<file path="src/rtl/mod_memstage_if.sv">
// mod_memstage_if: single-outstanding memory bus between the memory stage and memory
interface mod_memstage_if #(
   parameter int ADDR_W = 64,
   parameter int DATA_W = 64
);
   logic              req;
   logic              we;
   logic [ADDR_W-1:0] addr;
   logic [DATA_W-1:0] wdata;
   logic              gnt;
   logic              rvalid;
   logic [DATA_W-1:0] rdata;
   modport master (output req, we, addr, wdata, input gnt, rvalid, rdata);
   modport slave (input req, we, addr, wdata, output gnt, rvalid, rdata);
endinterface

</file>
<file path="src/rtl/mod_memstage.sv">
// mod_memstage: memory-access stage between execute and writeback
module mod_memstage #(
   parameter int ADDR_W  = 64,
   parameter int DATA_W  = 64,
   parameter int TIMEOUT = 255
) (
   input  logic              clk,
   input  logic              reset,
   input  logic              ex_valid,
   output logic              ex_ready,
   input  logic [7:0]        ex_opcode,
   input  logic [DATA_W-1:0] ex_alu_result,
   input  logic [DATA_W-1:0] ex_alu_ext_result,
   input  logic [DATA_W-1:0] ex_data_regB,
   input  logic [3:0]        ex_regByte,
   input  logic [3:0]        ex_rmByte,
   input  logic              ex_sim_end,
   mod_memstage_if.master    mem,
   output logic              wb_valid,
   input  logic              wb_ready,
   output logic [7:0]        wb_opcode,
   output logic [DATA_W-1:0] wb_alu_result,
   output logic [DATA_W-1:0] wb_alu_ext_result,
   output logic [3:0]        wb_regByte,
   output logic [3:0]        wb_rmByte,
   output logic              wb_sim_end,
   output logic              store_memstage_active,
   output logic              mem_err
);
   typedef enum logic [1:0] {IDLE, REQ, WAIT_R, OUT} state_t;
   state_t            state, state_n;
   logic [7:0]        cnt, l_op;
   logic [DATA_W-1:0] l_alu, l_ext, l_b, wb_res;
   logic [3:0]        l_reg, l_rm;
   logic              l_end, l_st;
   logic              ex_ld, ex_st, ex_pass, accept, busy, busy_n, tmo, abort, enter_out;

   assign ex_ld     = ex_opcode == 8'h8B;
   assign ex_st     = ex_opcode == 8'h89 || ex_opcode == 8'hFF;
   assign ex_pass   = !ex_ld && !ex_st;
   assign ex_ready  = state == IDLE && (!wb_valid || wb_ready);
   assign accept    = ex_valid && ex_ready;
   assign busy      = state == REQ || state == WAIT_R;
   assign busy_n    = state_n == REQ || state_n == WAIT_R;
   assign enter_out = busy && state_n == OUT;
   assign tmo       = TIMEOUT != 0 && cnt + 8'd1 == 8'(TIMEOUT);
   assign wb_res    = l_st ? l_alu : (state == WAIT_R && mem.rvalid) ? mem.rdata : '0;
   assign mem.req   = state == REQ;
   assign mem.we    = state == REQ && l_st;
   assign mem.addr  = ADDR_W'(l_alu);
   assign mem.wdata = l_b;

   // next state; a grant or response wins over a timeout in the same cycle
   always_comb begin
      state_n = state;
      abort   = 1'b0;
      unique case (state)
         IDLE:    state_n = accept && !ex_pass ? REQ : IDLE;
         REQ: begin
            state_n = mem.gnt ? (l_st ? OUT : WAIT_R) : tmo ? OUT : REQ;
            abort   = !mem.gnt && tmo;
         end
         WAIT_R: begin
            state_n = mem.rvalid || tmo ? OUT : WAIT_R;
            abort   = !mem.rvalid && tmo;
         end
         default: state_n = IDLE;
      endcase
   end

   // state register, bus wait counter and sticky timeout flag
   always_ff @(posedge clk or negedge reset) begin
      if (!reset) begin
         state   <= IDLE;
         cnt     <= '0;
         mem_err <= 1'b0;
      end else begin
         state   <= state_n;
         cnt     <= busy && busy_n ? cnt + 8'd1 : '0;
         mem_err <= mem_err | abort;
      end
   end

   // capture the execute op on acceptance for use during the bus transaction
   always_ff @(posedge clk or negedge reset) begin
      if (!reset) begin
         l_op  <= '0;
         l_alu <= '0;
         l_ext <= '0;
         l_b   <= '0;
         l_reg <= '0;
         l_rm  <= '0;
         l_end <= 1'b0;
         l_st  <= 1'b0;
      end else if (accept) begin
         l_op  <= ex_opcode;
         l_alu <= ex_alu_result;
         l_ext <= ex_alu_ext_result;
         l_b   <= ex_data_regB;
         l_reg <= ex_regByte;
         l_rm  <= ex_rmByte;
         l_end <= ex_sim_end;
         l_st  <= ex_st;
      end
   end

   // writeback register: pass ops load directly, memory ops load on entering OUT
   always_ff @(posedge clk or negedge reset) begin
      if (!reset) begin
         wb_valid              <= 1'b0;
         wb_opcode             <= '0;
         wb_alu_result         <= '0;
         wb_alu_ext_result     <= '0;
         wb_regByte            <= '0;
         wb_rmByte             <= '0;
         wb_sim_end            <= 1'b0;
         store_memstage_active <= 1'b0;
      end else if (accept && ex_pass) begin
         wb_valid              <= 1'b1;
         wb_opcode             <= ex_opcode;
         wb_alu_result         <= ex_alu_result;
         wb_alu_ext_result     <= ex_alu_ext_result;
         wb_regByte            <= ex_regByte;
         wb_rmByte             <= ex_rmByte;
         wb_sim_end            <= ex_sim_end;
         store_memstage_active <= 1'b0;
      end else if (enter_out) begin
         wb_valid              <= 1'b1;
         wb_opcode             <= l_op;
         wb_alu_result         <= wb_res;
         wb_alu_ext_result     <= l_ext;
         wb_regByte            <= l_reg;
         wb_rmByte             <= l_rm;
         wb_sim_end            <= l_end;
         store_memstage_active <= l_st;
      end else if (wb_ready) begin
         wb_valid              <= 1'b0;
         store_memstage_active <= 1'b0;
      end
   end
endmodule

</file>
<file path="src/flat_wrapper.sv">
// flat-port wrapper written by rule: the top's interface ports become plain ports
module mod_memstage_flat 
#(
   parameter int ADDR_W  = 64,
   parameter int DATA_W  = 64,
   parameter int TIMEOUT = 255
)
  (clk, reset, ex_valid, ex_ready, ex_opcode, ex_alu_result, ex_alu_ext_result, ex_data_regB, ex_regByte, ex_rmByte, ex_sim_end, wb_valid, wb_ready, wb_opcode, wb_alu_result, wb_alu_ext_result, wb_regByte, wb_rmByte, wb_sim_end, store_memstage_active, mem_err, mem_req, mem_we, mem_addr, mem_wdata, mem_gnt, mem_rvalid, mem_rdata);
  mod_memstage_if #(.ADDR_W(ADDR_W), .DATA_W(DATA_W)) mem_i ();
  input  logic clk;
  input  logic reset;
  input  logic ex_valid;
  output logic ex_ready;
  input  logic [7:0] ex_opcode;
  input  logic [DATA_W-1:0] ex_alu_result;
  input  logic [DATA_W-1:0] ex_alu_ext_result;
  input  logic [DATA_W-1:0] ex_data_regB;
  input  logic [3:0] ex_regByte;
  input  logic [3:0] ex_rmByte;
  input  logic ex_sim_end;
  output logic wb_valid;
  input  logic wb_ready;
  output logic [7:0] wb_opcode;
  output logic [DATA_W-1:0] wb_alu_result;
  output logic [DATA_W-1:0] wb_alu_ext_result;
  output logic [3:0] wb_regByte;
  output logic [3:0] wb_rmByte;
  output logic wb_sim_end;
  output logic store_memstage_active;
  output logic mem_err;
  output wire logic [$bits(mem_i.req)-1:0] mem_req;
  output wire logic [$bits(mem_i.we)-1:0] mem_we;
  output wire logic [$bits(mem_i.addr)-1:0] mem_addr;
  output wire logic [$bits(mem_i.wdata)-1:0] mem_wdata;
  input wire logic [$bits(mem_i.gnt)-1:0] mem_gnt;
  input wire logic [$bits(mem_i.rvalid)-1:0] mem_rvalid;
  input wire logic [$bits(mem_i.rdata)-1:0] mem_rdata;
  assign mem_req = mem_i.req;
  assign mem_we = mem_i.we;
  assign mem_addr = mem_i.addr;
  assign mem_wdata = mem_i.wdata;
  assign mem_i.gnt = mem_gnt;
  assign mem_i.rvalid = mem_rvalid;
  assign mem_i.rdata = mem_rdata;
  mod_memstage #(.ADDR_W(ADDR_W), .DATA_W(DATA_W), .TIMEOUT(TIMEOUT)) u_core (.clk(clk), .reset(reset), .ex_valid(ex_valid), .ex_ready(ex_ready), .ex_opcode(ex_opcode), .ex_alu_result(ex_alu_result), .ex_alu_ext_result(ex_alu_ext_result), .ex_data_regB(ex_data_regB), .ex_regByte(ex_regByte), .ex_rmByte(ex_rmByte), .ex_sim_end(ex_sim_end), .mem(mem_i), .wb_valid(wb_valid), .wb_ready(wb_ready), .wb_opcode(wb_opcode), .wb_alu_result(wb_alu_result), .wb_alu_ext_result(wb_alu_ext_result), .wb_regByte(wb_regByte), .wb_rmByte(wb_rmByte), .wb_sim_end(wb_sim_end), .store_memstage_active(store_memstage_active), .mem_err(mem_err));
endmodule
</file>
<file path="config.mk">
export PLATFORM = sky130hd
export DESIGN_NAME = mod_memstage_flat
export DESIGN_NICKNAME = d
export VERILOG_FILES = /design/src/rtl/mod_memstage_if.sv /design/src/rtl/mod_memstage.sv /design/src/flat_wrapper.sv
export SDC_FILE = /design/constraint.sdc
export NUM_CORES = 1
export LEC_CHECK = 0
export ABC_AREA = 1
export BUFFER_PORTS_ARGS = -buffer_cell sky130_fd_sc_hd__buf_4
export CORE_MARGIN = 2
export CORE_UTILIZATION = 30
export DETAILED_ROUTE_END_ITERATION = 6
export PLACE_DENSITY = 0.49
export SLEW_MARGIN = 5
export SYNTH_ARGS = -nofsm -noshare
export SYNTH_HDL_FRONTEND = slang
export SYNTH_SLANG_ARGS = --single-unit
</file>
<file path="constraint.sdc">
create_clock -name clk -period 3.32 [get_ports clk]
set_input_delay 0.166 -clock clk [delete_from_list [all_inputs] [get_ports clk]]
set_output_delay 0.166 -clock clk [all_outputs]
set_load 0.05 [all_outputs]
</file>
* Yosys cells after proc, flatten, opt, wreduce, memory -nomap -nowiden
Index checks and enable logic that the tools add are counted.
** Storage, ports and cells
- Flip-flop bits (word level) :: 368
- Input bits :: 279
- Output and inout bits :: 279
- Word-level logic and storage cells :: 82
** Operators by class
- Add/sub/neg operators :: 1
- Equality and inequality tests :: 9
- Mux-type cells :: 27
- Bitwise operators :: 1
- Reduce and logical (&&, ||, !) cells :: 25
** Operator list (number)
- 2-to-1 mux 64 bit :: 6
- equality test 8 bit, second input constant :: 4
- 2-to-1 mux 8 bit :: 3
- 2-to-1 mux 4 bit :: 4
- logical AND 1 bit :: 11
- 2-to-1 mux 1 bit :: 10
- adder 8 x 1 -> 8 bit, second input constant :: 1
- equality test 2 bit, second input constant :: 3
- logical NOT 1 bit :: 6
- case mux 2 bit (3 select lines) :: 1
- logical OR 1 bit :: 5
- equality test 2 x 1 -> 1 bit, second input constant :: 2
- 2-to-1 mux 2 bit :: 2
- nonzero test 3 bit :: 1
- logical NOT 2 bit :: 1
- case mux 1 bit (2 select lines) :: 1
- nonzero test 2 bit :: 1
- bitwise OR 1 bit :: 1

* Depth between registers and ports, before layout
Gate-level depths: netlist (run 1).
- Word-level depth :: 12
- Mapped depth :: 20
- Gate-level depth less buffers :: 19

* Least setup slack after synthesis (run 1)
Ideal clock, no wire load.
- Kind :: register -> register
- Start point :: reg u_core.state[1]
- End point :: reg u_core.wb_alu_result[41]
- Library setup time :: 0.066 ns
- Arrival :: 2.556 ns
- Data required time :: 3.254 ns
- Setup slack :: 0.698 ns
- Cell stages (with the launch flop) :: 16
- Buffers on the path :: 2
- Period minus slack after synthesis :: 2.622 ns
- Path through :: dfrtp_1 -> inv_1 -> ha_1 -> inv_1 -> o211ai_1 -> a21oi_1 -> a21oi_1 -> ha_1 -> nand2_2 -> nor2_1 -> buf_2 -> buf_2 -> nand2_1 -> nand3_1 -> o21ai_0 -> nand2_1
** Between the ends
- Elaborated cells on any way between the ends :: 18
- Classes of those cells :: 3 x eq/ne; 6 x mux; 9 x reduce/logical
** RTL lines
- start: declaration :: line mod_memstage.sv:31 : state_t state, state_n;
- start signal: assignment :: line mod_memstage.sv:78 : state <= state_n;
- equality test 2 x 1 -> 1 bit
- via mem_req :: line flat_wrapper.sv:31 : output wire logic [$bits(mem_i.req)-1:0] mem_req;
- case mux 2 bit (3 select lines) :: line mod_memstage.sv:57 : unique case (state)
- via u_core.state_n[0] :: line mod_memstage.sv:31
- equality test 2 bit :: line mod_memstage.sv:45 : assign enter_out = busy && state_n == OUT;
- logical AND 1 bit :: line mod_memstage.sv:45
- nonzero test 2 bit (no line)
- end signal: assignment :: line mod_memstage.sv:121 : wb_alu_result <= ex_alu_result;
- end signal: assignment :: line mod_memstage.sv:130 : wb_alu_result <= wb_res;
- end: declaration :: line mod_memstage.sv:22 : output logic [DATA_W-1:0] wb_alu_result,
The timed path passes the listed nets, and every way through them passes these cells. The select of a mux whose other input is x is not followed.
A chain may end at the register's enable or synchronous reset.

* Worst setup path in the final report (run 1)
- Start point :: reg u_core.cnt[0]
- End point :: reg u_core.wb_alu_result[60]
** Between the ends
- Word-level cells in the longest chain between the ends :: 8
- Elaborated cells on any way between the ends :: 10
- Classes of those cells :: 1 x add/sub; 2 x eq/ne; 4 x mux; 3 x reduce/logical
** Ends and longest elaborated chain
- start: declaration :: line mod_memstage.sv:32 : logic [7:0] cnt, l_op;
- start signal: assignment :: line mod_memstage.sv:79 : cnt <= busy && busy_n ? cnt + 8'd1 : '0;
- adder 8 x 1 -> 8 bit :: line mod_memstage.sv:46 : assign tmo = TIMEOUT != 0 && cnt + 8'd1 == 8'(TIMEOUT);
- equality test 8 bit :: line mod_memstage.sv:46
- 2-to-1 mux 2 bit (2 in a row) :: line mod_memstage.sv:60 : state_n = mem.gnt ? (l_st ? OUT : WAIT_R) : tmo ? OUT : REQ;
- case mux 2 bit (3 select lines) :: line mod_memstage.sv:57
- via u_core.state_n[1] :: line mod_memstage.sv:31
- equality test 2 bit :: line mod_memstage.sv:45
- logical AND 1 bit :: line mod_memstage.sv:45
- nonzero test 2 bit (no line)
The timed path passes the listed nets, and every way through them passes these cells.

==> flow_summary.toml, run 1 <==
[critical_path]
endpoint = "u_core.wb_alu_result[60]"
setup.worst_path.start = "u_core.cnt[0]"
rr_startpoint = "u_core.cnt[0]"
required_ns = 3.76
r2r_cells = 18
startpoint_type = "register"
end_kind = "register"
rrSetupSlack_ns = 0.49
critPathKind = "register to register"
arrival_ns = 3.27
crit_fanout = 112
reg2reg_to = "u_core.wb_alu_result[60]"

[synth]
synth_fp_nets = 2296
synth_area_per_cell_um2 = 8.02
yosysWarnings = 0
synth_compound_area_share_pct = 7.39
synth_cell_type_count = 28
synth_top_family_by_area = "simple AND/OR/NAND/NOR gates"
synth.yosys.seq_area_share_pct = 57.1
synth-simple-area-share_pct = 29.0
synthAdderAreaFrac_pct = 0.543
synthMuxAreaShare_pct = 0
synth_area_um2 = 16100
syn-instance-count = 2010
ys_seq_elements = 368
synth_xor_area_share_pct = 0

[clocking]
ctsResizeCount = 0
cts.path.max_buffers = 3
path_clk_slew_ns = 0.05
clock-sinks = 368
numCtsBuffers = 44
cts_tree = "built"
cts_max_level = 2
insertion_delay_ns = 0.55
cts-root-buf = "clkbuf_16"

[final_layout]
fillers = 5215
drive_gt1_share_pct = 24.2
nets = 3081
multi_input_area_um2 = 5990
seq_area_um2 = 9210
area_growth_pct = 55.7

[grt]
grt.total_usage_pct = 22.2
antenna_found_initial = 11
grt-ovfl-total = 0
grt_pass1_wl_mm = 97.4
grt_max_degree = 144
first_global_vias = 16317

[pwr]
p_int_uw = 13600
switching_share_pct = 50.0
peakVddDrop_mv = 0.641
p_clk_share_pct = 17.3
p_per_area_nw_per_um2 = 1080
leakage_uw = 0.0131
comb_power_share_pct = 52.9
switchingPower_uw = 13600
pwr-share-seq_pct = 29.7

[route]
drt-met1-wl_mm = 26.1
dr.first_iter.drc_count = 1010
routed_wl_mm = 62.5
wl_met3_mm = 5.13
wl_met2_mm = 29.2
drtAntennaViolNets = 0
highest_layer = "met5"
vias_per_cell = 4.54
wl_per_cell_um = 17.7
first_pass_iters = 5
num_vias = 15993
drc = 0

[floorplan]
die-area_um2 = 55600
core_region_area_um2 = 52900
die_h_um = 236
rows = 84
die_w_um = 236
pin_count = 558
initial_core_util_pct = 30.5

[place]
pre_cts_ws_ns = 0.371
io_buffers = 557
gp_congestion = 0.850
hpwl_mm = 41.2

[timing]
rsz0062_at_grt = "false"
max_freq_mhz = 353
min_period_ns = 2.83
period_share_pct = 85.3
slew_violations = 0
fin_ws_ns = 0.488
clock_skew_ns = 0.0136
tns_ns = 0
relSlewSlack_pct = 31.1
setup_viol = 0
finalHoldViolations = 0
tightest_slew_ns = 1.03

[hold_path]
holdCritStartpoint = "mem_rdata[10]"
hold_path.class = "input port to register"
worstHoldPathCells = 7

[outcome]
status = "finished clean"

[run]
cap_violations = 0
## power groups by stage
| stage | combinational, uW | sequential, uW | clock, uW |
|---|---|---|---|
| floorplan | 3730 | 13600 | 0 |
| global placement | 14100 | 8070 | 0 |
| detailed placement | 14200 | 8110 | 0 |
| CTS | 14500 | 8080 | 4870 |
| global route | 15400 | 8340 | 5070 |
| finish | 14400 | 8080 | 4710 |
## critical path, stage by stage, from the launching register on
cell and delay [ns]:
dfrtp_1 0.40, ha_1 0.24, nand3_1 0.13, nor2_1 0.11
nand2_1 0.05, nand2_1 0.08, nor2_1 0.06, nand2_1 0.08
nand2_1 0.05, nand2_1 0.05, nand2_1 0.07, ha_1 0.19
nand2_2 0.25, nand2_1 0.14, clkinv_2 0.08, buf_12 0.42
nand2_1 0.10, nand2_1 0.08, inv_1 0.04
## cell families after synthesis
kind of cell,after synthesis
and+or+nand+nor,1185
AOI/OAI and AO/OA,223
DFF,368
adders and majority gates,7
buffers and inverters,227
## per-layer routing
metal  vias up  global-route usage (%)
li1       7807                       -
met1      7569                    27.8
met2       503                    36.3
met3       104                    6.89
met4        10                    7.55
met5         -                       0
## worst min path at each step
stage	to	slack (ns)
after floorplan	u_core.cnt[0]	-0.13
after global placement	u_core.mem.addr[52]	0.23
after detailed placement	u_core.mem.addr[52]	0.24
after CTS	u_core.wb_alu_result[10]	0.006
after global routing	u_core.wb_alu_result[37]	0.07
final	u_core.wb_alu_result[10]	0.04
## Yosys cell counts, drive strengths merged
library cell	instances	area [um2]
a21oi	20	100
a22oi	1	7.51
and2	1	6.26
and3	1	6.26
buf	56	310
clkbuf	58	218
clkinv	1	3.75
dfrtp	368	9210
ha	7	87.6
inv	112	420
nand2	1027	3860
nand3	109	558
nand4	2	12.5
nor2	17	63.8
nor3	4	25.0
o211ai	2	15.0
o21a	24	180
o21ai	173	866
o21bai	3	22.5
or2	24	150
## through the flow
| step | power (uW) | util, % | hold WS (ns) | instance area (um2) | std cells |
|---|---|---|---|---|---|
| after global placement | 22200 | 39.8 | 0.232 | 21000 | 3168 |
| after floorplan | 17400 | - | -0.130 | 16100 | 2010 |
| after detailed placement | 22300 | 39.8 | 0.242 | 21000 | 3168 |
| final | 27200 | 47.5 | 0.0387 | 25100 | 3521 |
| after global routing | 28900 | 47.5 | 0.0702 | 25100 | 3519 |
| after CTS | 27400 | 47.4 | 0.00585 | 25100 | 3513 |
## layout make-up
cell class / instances / area share, %
Sequential cell: 368 / 36.7
Timing Repair Buffer: 853 / 28.7
Multi-Input combinational cell: 1415 / 23.9
Clock buffer: 65 / 5.06
Tap cell: 688 / 3.43
Inverter: 113 / 1.69
Clock inverter: 13 / 0.468
Antenna cell: 6 / 0.0598
## what timing repair did
item	in CTS	in global routing
hold buffers	267	0
buffers inserted	0	2
hold endpoints to repair	435	0
setup endpoints to repair	0	1
## cell usage in the layout, fill, tap and decap left out, drive strengths merged
cell type / Yosys / final
nand2: 1027 / 1027
buf: 56 / 586
dfrtp: 368 / 368
dlygate4sd3: 0 / 267
o21ai: 173 / 173
inv: 112 / 111
nand3: 109 / 109
clkbuf: 58 / 65
or2: 24 / 24
o21a: 24 / 24
a21oi: 20 / 20
nor2: 17 / 17
clkinv: 1 / 12
ha: 7 / 7
diode: 0 / 6
nor3: 4 / 4
o21bai: 3 / 3
nand4: 2 / 2
o211ai: 2 / 2
bufinv: 0 / 2
and2: 1 / 1
and3: 1 / 1
a22oi: 1 / 1
clkinvlp: 0 / 1
No activity file was read; power rests on OpenSTA's default activity.
==> run 2: changes to the inputs <==
==> constraint.sdc (replaced) <==
create_clock -name clk -period 3.28 [get_ports clk]
set_input_delay 0.164 -clock clk [delete_from_list [all_inputs] [get_ports clk]]
set_output_delay 0.164 -clock clk [all_outputs]
set_load 0.05 [all_outputs]
==> flow_summary.toml, run 2 (synthesized netlist as in run 1, its figures left out) <==
[hold_path]
worstHoldPathCells = 7
hold_path.class = "input port to register"

[floorplan]
rows = 84
pin_count = 558
die-area_um2 = 55600
initial_core_util_pct = 30.5
core_region_area_um2 = 52900
die_h_um = 236
die_w_um = 236

[place]
io_buffers = 557
hpwl_mm = 40.8
gp_congestion = 0.833

[final_layout]
final_common_cell = "nand2_1"
drive_gt1_share_pct = 24.3
nets = 3077
layout_common_cells = "nand2_1, buf_4, dfrtp_1"
area_growth_pct = 56.4
fillers = 5151

[clocking]
cts-root-buf = "clkbuf_16"
cts.path.max_buffers = 3
clock-sinks = 368
insertion_delay_ns = 0.56
cts_tree = "built"
cts_max_level = 2
path_clk_slew_ns = 0.06
numCtsBuffers = 44

[route]
num_vias = 16253
drc = 0
vias_per_cell = 4.62
drt-met1-wl_mm = 26.3
wl_per_cell_um = 17.7
drtAntennaViolNets = 0
wl_met3_mm = 4.89
routed_wl_mm = 62.3
highest_layer = "met5"
first_pass_iters = 5
wl_met2_mm = 29.2
dr.first_iter.drc_count = 1021

[critical_path]
r2r_cells = 18
arrival_ns = 3.30
startpoint_type = "register"
end_kind = "register"
required_ns = 3.73
crit_fanout = 112
critPathKind = "register to register"

[grt]
antenna_found_initial = 11
grt_max_degree = 167
grt-ovfl-total = 0
grt.total_usage_pct = 21.9
first_global_vias = 16070
grt_pass1_wl_mm = 95.9

[timing]
tns_ns = 0
min_period_ns = 2.85
tightest_slew_ns = 1.07
clock_skew_ns = 0.0182
relSlewSlack_pct = 28.7
finalHoldViolations = 0
rsz0062_at_grt = "false"
period_share_pct = 86.9
slew_violations = 0
max_freq_mhz = 351
hold-worst-slack_ns = 0.0368
setup_viol = 0

[pwr]
p_per_area_nw_per_um2 = 1110
peakVddDrop_mv = 0.564
leakage_uw = 0.0131

[outcome]
status = "finished clean"

[run]
cap_violations = 0
run 2: final timing paths:
kind / start / to / slack, ns
max in group asynchronous: reset / u_core.wb_alu_result[51] / 1.94
setup reg to reg: u_core.cnt[0] / u_core.wb_alu_result[16] / 0.43
hold reg to reg: u_core.wb_regByte[2] / u_core.wb_regByte[2] / 0.47
setup / recovery: u_core.cnt[0] / u_core.wb_alu_result[16] / 0.43
hold / removal: mem_rdata[25] / u_core.wb_alu_result[25] / 0.04
min in group asynchronous: reset / u_core.wb_alu_result[52] / 0.27
run 2: timing repair:
item                                   in CTS  in global routing
buffers inserted                            0                  0
gates resized for setup                     0                  0
endpoints found under the hold margin     457                  0
hold buffers                              268                  0
run 2: layout make-up:
type                       count  area [um2]  area share, %
multi-input combinational   1415        5990           23.8
sequential                   368        9210           36.5
inverter                     113         425           1.69
timing repair buffer         849        7180           28.5
clock buffer                  67        1350           5.35
antenna                        9        22.5         0.0893
tap                          688         861           3.42
clock inverter                12         170          0.675
run 2: power by group:
part	switching [uW]	internal (uW)
Clock	1990	3140
Combinational	10400	4170
Sequential	1400	6750
run 2: per-layer routing:
metal	GRT usage, %	vias up
met5	0	-
met1	27.9	7785
met3	6.44	107
met4	7.86	6
li1	-	7812
met2	35.4	543
run 2: critical path: stages, from the launching register on:
cell and delay (ns):
dfrtp_1 0.40, ha_1 0.23, nand3_1 0.13, nor2_1 0.11, nand2_1 0.05, nand2_1 0.08, nor2_1 0.07, nand2_1 0.08
nand2_1 0.05, nand2_1 0.05, nand2_1 0.07, ha_1 0.19, nand2_2 0.22, nand2_1 0.15, clkinv_2 0.08, buf_12 0.42
nand2_1 0.10, nand2_1 0.08, inv_1 0.04
run 2: metrics by stage:
stage | power [uW] | util [%] | area (um2) | std cells | setup WS (ns)
finish | 27900 | 47.7 | 25200 | 3521 | 0.430
global route | 29500 | 47.7 | 25200 | 3519 | 0.111
CTS | 28100 | 47.6 | 25200 | 3512 | 0.393
detailed placement | 22600 | 39.7 | 21000 | 3165 | 0.417
global placement | 22500 | 39.7 | 21000 | 3165 | 0.437
floorplan | 17600 | - | 16100 | 2010 | 0.658
==> run 3: changes to the inputs <==
--- a/config.mk
+++ b/config.mk
@@ -9,6 +9,7 @@
 export BUFFER_PORTS_ARGS = -buffer_cell sky130_fd_sc_hd__buf_4
 export CORE_MARGIN = 2
 export CORE_UTILIZATION = 30
+export CTS_BUF_LIST = sky130_fd_sc_hd__clkbuf_4 sky130_fd_sc_hd__clkbuf_8
 export DETAILED_ROUTE_END_ITERATION = 6
 export PLACE_DENSITY = 0.49
 export SLEW_MARGIN = 5
==> flow_summary.toml, run 3 (synthesized netlist as in run 1, its figures left out) <==
[outcome]
status = "finished clean"

[route]
vias_per_cell = 4.60
wl_per_cell_um = 17.6
drc = 0
dr.first_iter.drc_count = 954
num_vias = 16428
routed_wl_mm = 63.0
drtAntennaViolNets = 0
first_pass_iters = 6

[final_layout]
area_growth_pct = 56.7
layout_common_cells = "nand2_1, buf_4, dfrtp_1"
nets = 3114
drive_gt1_share_pct = 25.6
final_common_cell = "nand2_1"

[clocking]
cts.path.max_buffers = 3
cts-root-buf = "clkbuf_8"
ctsResizeCount = 0
cts_max_level = 3
path_clk_slew_ns = 0.06
numCtsBuffers = 72
cts_tree = "built"
insertion_delay_ns = 0.65
clock-sinks = 368

[pwr]
p_per_area_nw_per_um2 = 1090
peakVddDrop_mv = 0.612
leakage_uw = 0.0132

[floorplan]
rows = 84
die_h_um = 236
core_region_area_um2 = 52900
die_w_um = 236
die-area_um2 = 55600
pin_count = 558
initial_core_util_pct = 30.5

[timing]
clock_skew_ns = 0.0314
rsz0062_at_grt = "false"
finalHoldViolations = 0
relSlewSlack_pct = 30.7
period_share_pct = 87.2
min_period_ns = 2.86
slew_violations = 0
fin_ws_ns = 0.419
setup_viol = 0
tightest_slew_ns = 1.04
max_freq_mhz = 350
tns_ns = 0

[place]
pre_cts_ws_ns = 0.417
hpwl_mm = 40.8
io_buffers = 557
gp_congestion = 0.833

[critical_path]
rr_startpoint = "u_core.cnt[0]"
rrSetupSlack_ns = 0.42
endpoint = "u_core.wb_alu_result[16]"
end_kind = "register"
crit_family = "simple AND/OR/NAND/NOR gates"
crit_fanout = 112
r2r_cells = 18
path_depth = 18
cp_slowest_cell = "buf_12"
cp_cell_sequence = "ha_1 -> nand3_1 -> nor2_1 -> nand2_1 -> nand2_1 -> nor2_1 -> nand2_1 -> nand2_1 -> nand2_1 -> nand2_1 -> ha_1 -> nand2_2 -> nand2_1 -> clkinv_2 -> buf_12 -> nand2_1 -> nand2_1 -> inv_1"
setup.worst_path.start = "u_core.cnt[0]"
path_common_cell = "nand2_1"
startpoint_type = "register"
arrival_ns = 3.37
critPathBufInv = 3
critPathKind = "register to register"
cpPeakStageDelay_ns = 0.42
required_ns = 3.79
reg2reg_to = "u_core.wb_alu_result[16]"

[grt]
antenna_found_initial = 12
grt-ovfl-total = 0
grt_max_degree = 167
grt_pass1_wl_mm = 97.0
first_global_vias = 16366
grt.total_usage_pct = 22.3

[hold_path]
hold_path.class = "input port to register"

[run]
cap_violations = 0
-- run 3: layer usage --
| layer | track usage, % | share of wire [%] | vias up |
|---|---|---|---|
| met3 | 7.43 | 8.0 | 116 |
| met4 | 7.95 | 3.3 | 6 |
| li1 | - | - | 7892 |
| met1 | 27.9 | 42 | 7842 |
| met2 | 35.8 | 46 | 572 |
| met5 | 0 | 0.063 | - |
-- run 3: report_power, final --
group	leakage [uW]	internal (uW)	switching (uW)
Clock	0.000795	2800	2020
Combinational	0.00804	4170	10400
Sequential	0.00440	6760	1400
Total	0.0132	13700	13800
-- run 3: final cells by class --
cell class / instances / area, um2
timing repair buffer: 858 / 7270
clock inverter: 4 / 48.8
clock buffer: 118 / 1430
sequential: 368 / 9210
fill: 5177 / 27600
multi-input combinational: 1415 / 5990
inverter: 113 / 425
tap: 688 / 861
antenna: 10 / 25.0
-- run 3: per-stage QoR --
stage          cells  util [%]  cell area [um2]  hold slack, ns  total power (uW)
3_3_place_gp    3165      39.7            21000           0.325             22500
3_5_place_dp    3165      39.7            21000           0.324             22600
4_1_cts         3564      47.7            25200          0.0431             27800
6_report        3574      47.8            25300           0.106             27600
2_1_floorplan   2010         -            16100          -0.132             17600
5_1_grt         3572      47.8            25300          0.0503             29200
-- run 3: worst min path at each step --
stage | startpoint | end | slack [ns] | cells past startpoint
6_report | ex_valid | u_core.l_ext[24] | 0.11 | 4
5_1_grt | ex_valid | u_core.l_ext[24] | 0.05 | 4
4_1_cts | ex_valid | u_core.l_ext[24] | 0.04 | 4
3_5_place_dp | reset | u_core.wb_alu_result[52] | 0.32 | 1
3_3_place_gp | reset | u_core.wb_alu_result[52] | 0.33 | 1
2_1_floorplan | reset | u_core.cnt[0] | -0.13 | 0
-- run 3: tightest hold or removal path, cell delays in order --
cell and delay (ns):
buf_4 0.13, and3_4 0.27, nand2_1 0.09, nand2_1 0.04
-- run 3: what timing repair did --
action | CTS | global route
setup buffers | 0 | 0
hold endpoints to repair | 459 | 0
endpoints found under the setup margin | 0 | 0
hold buffers | 277 | 0
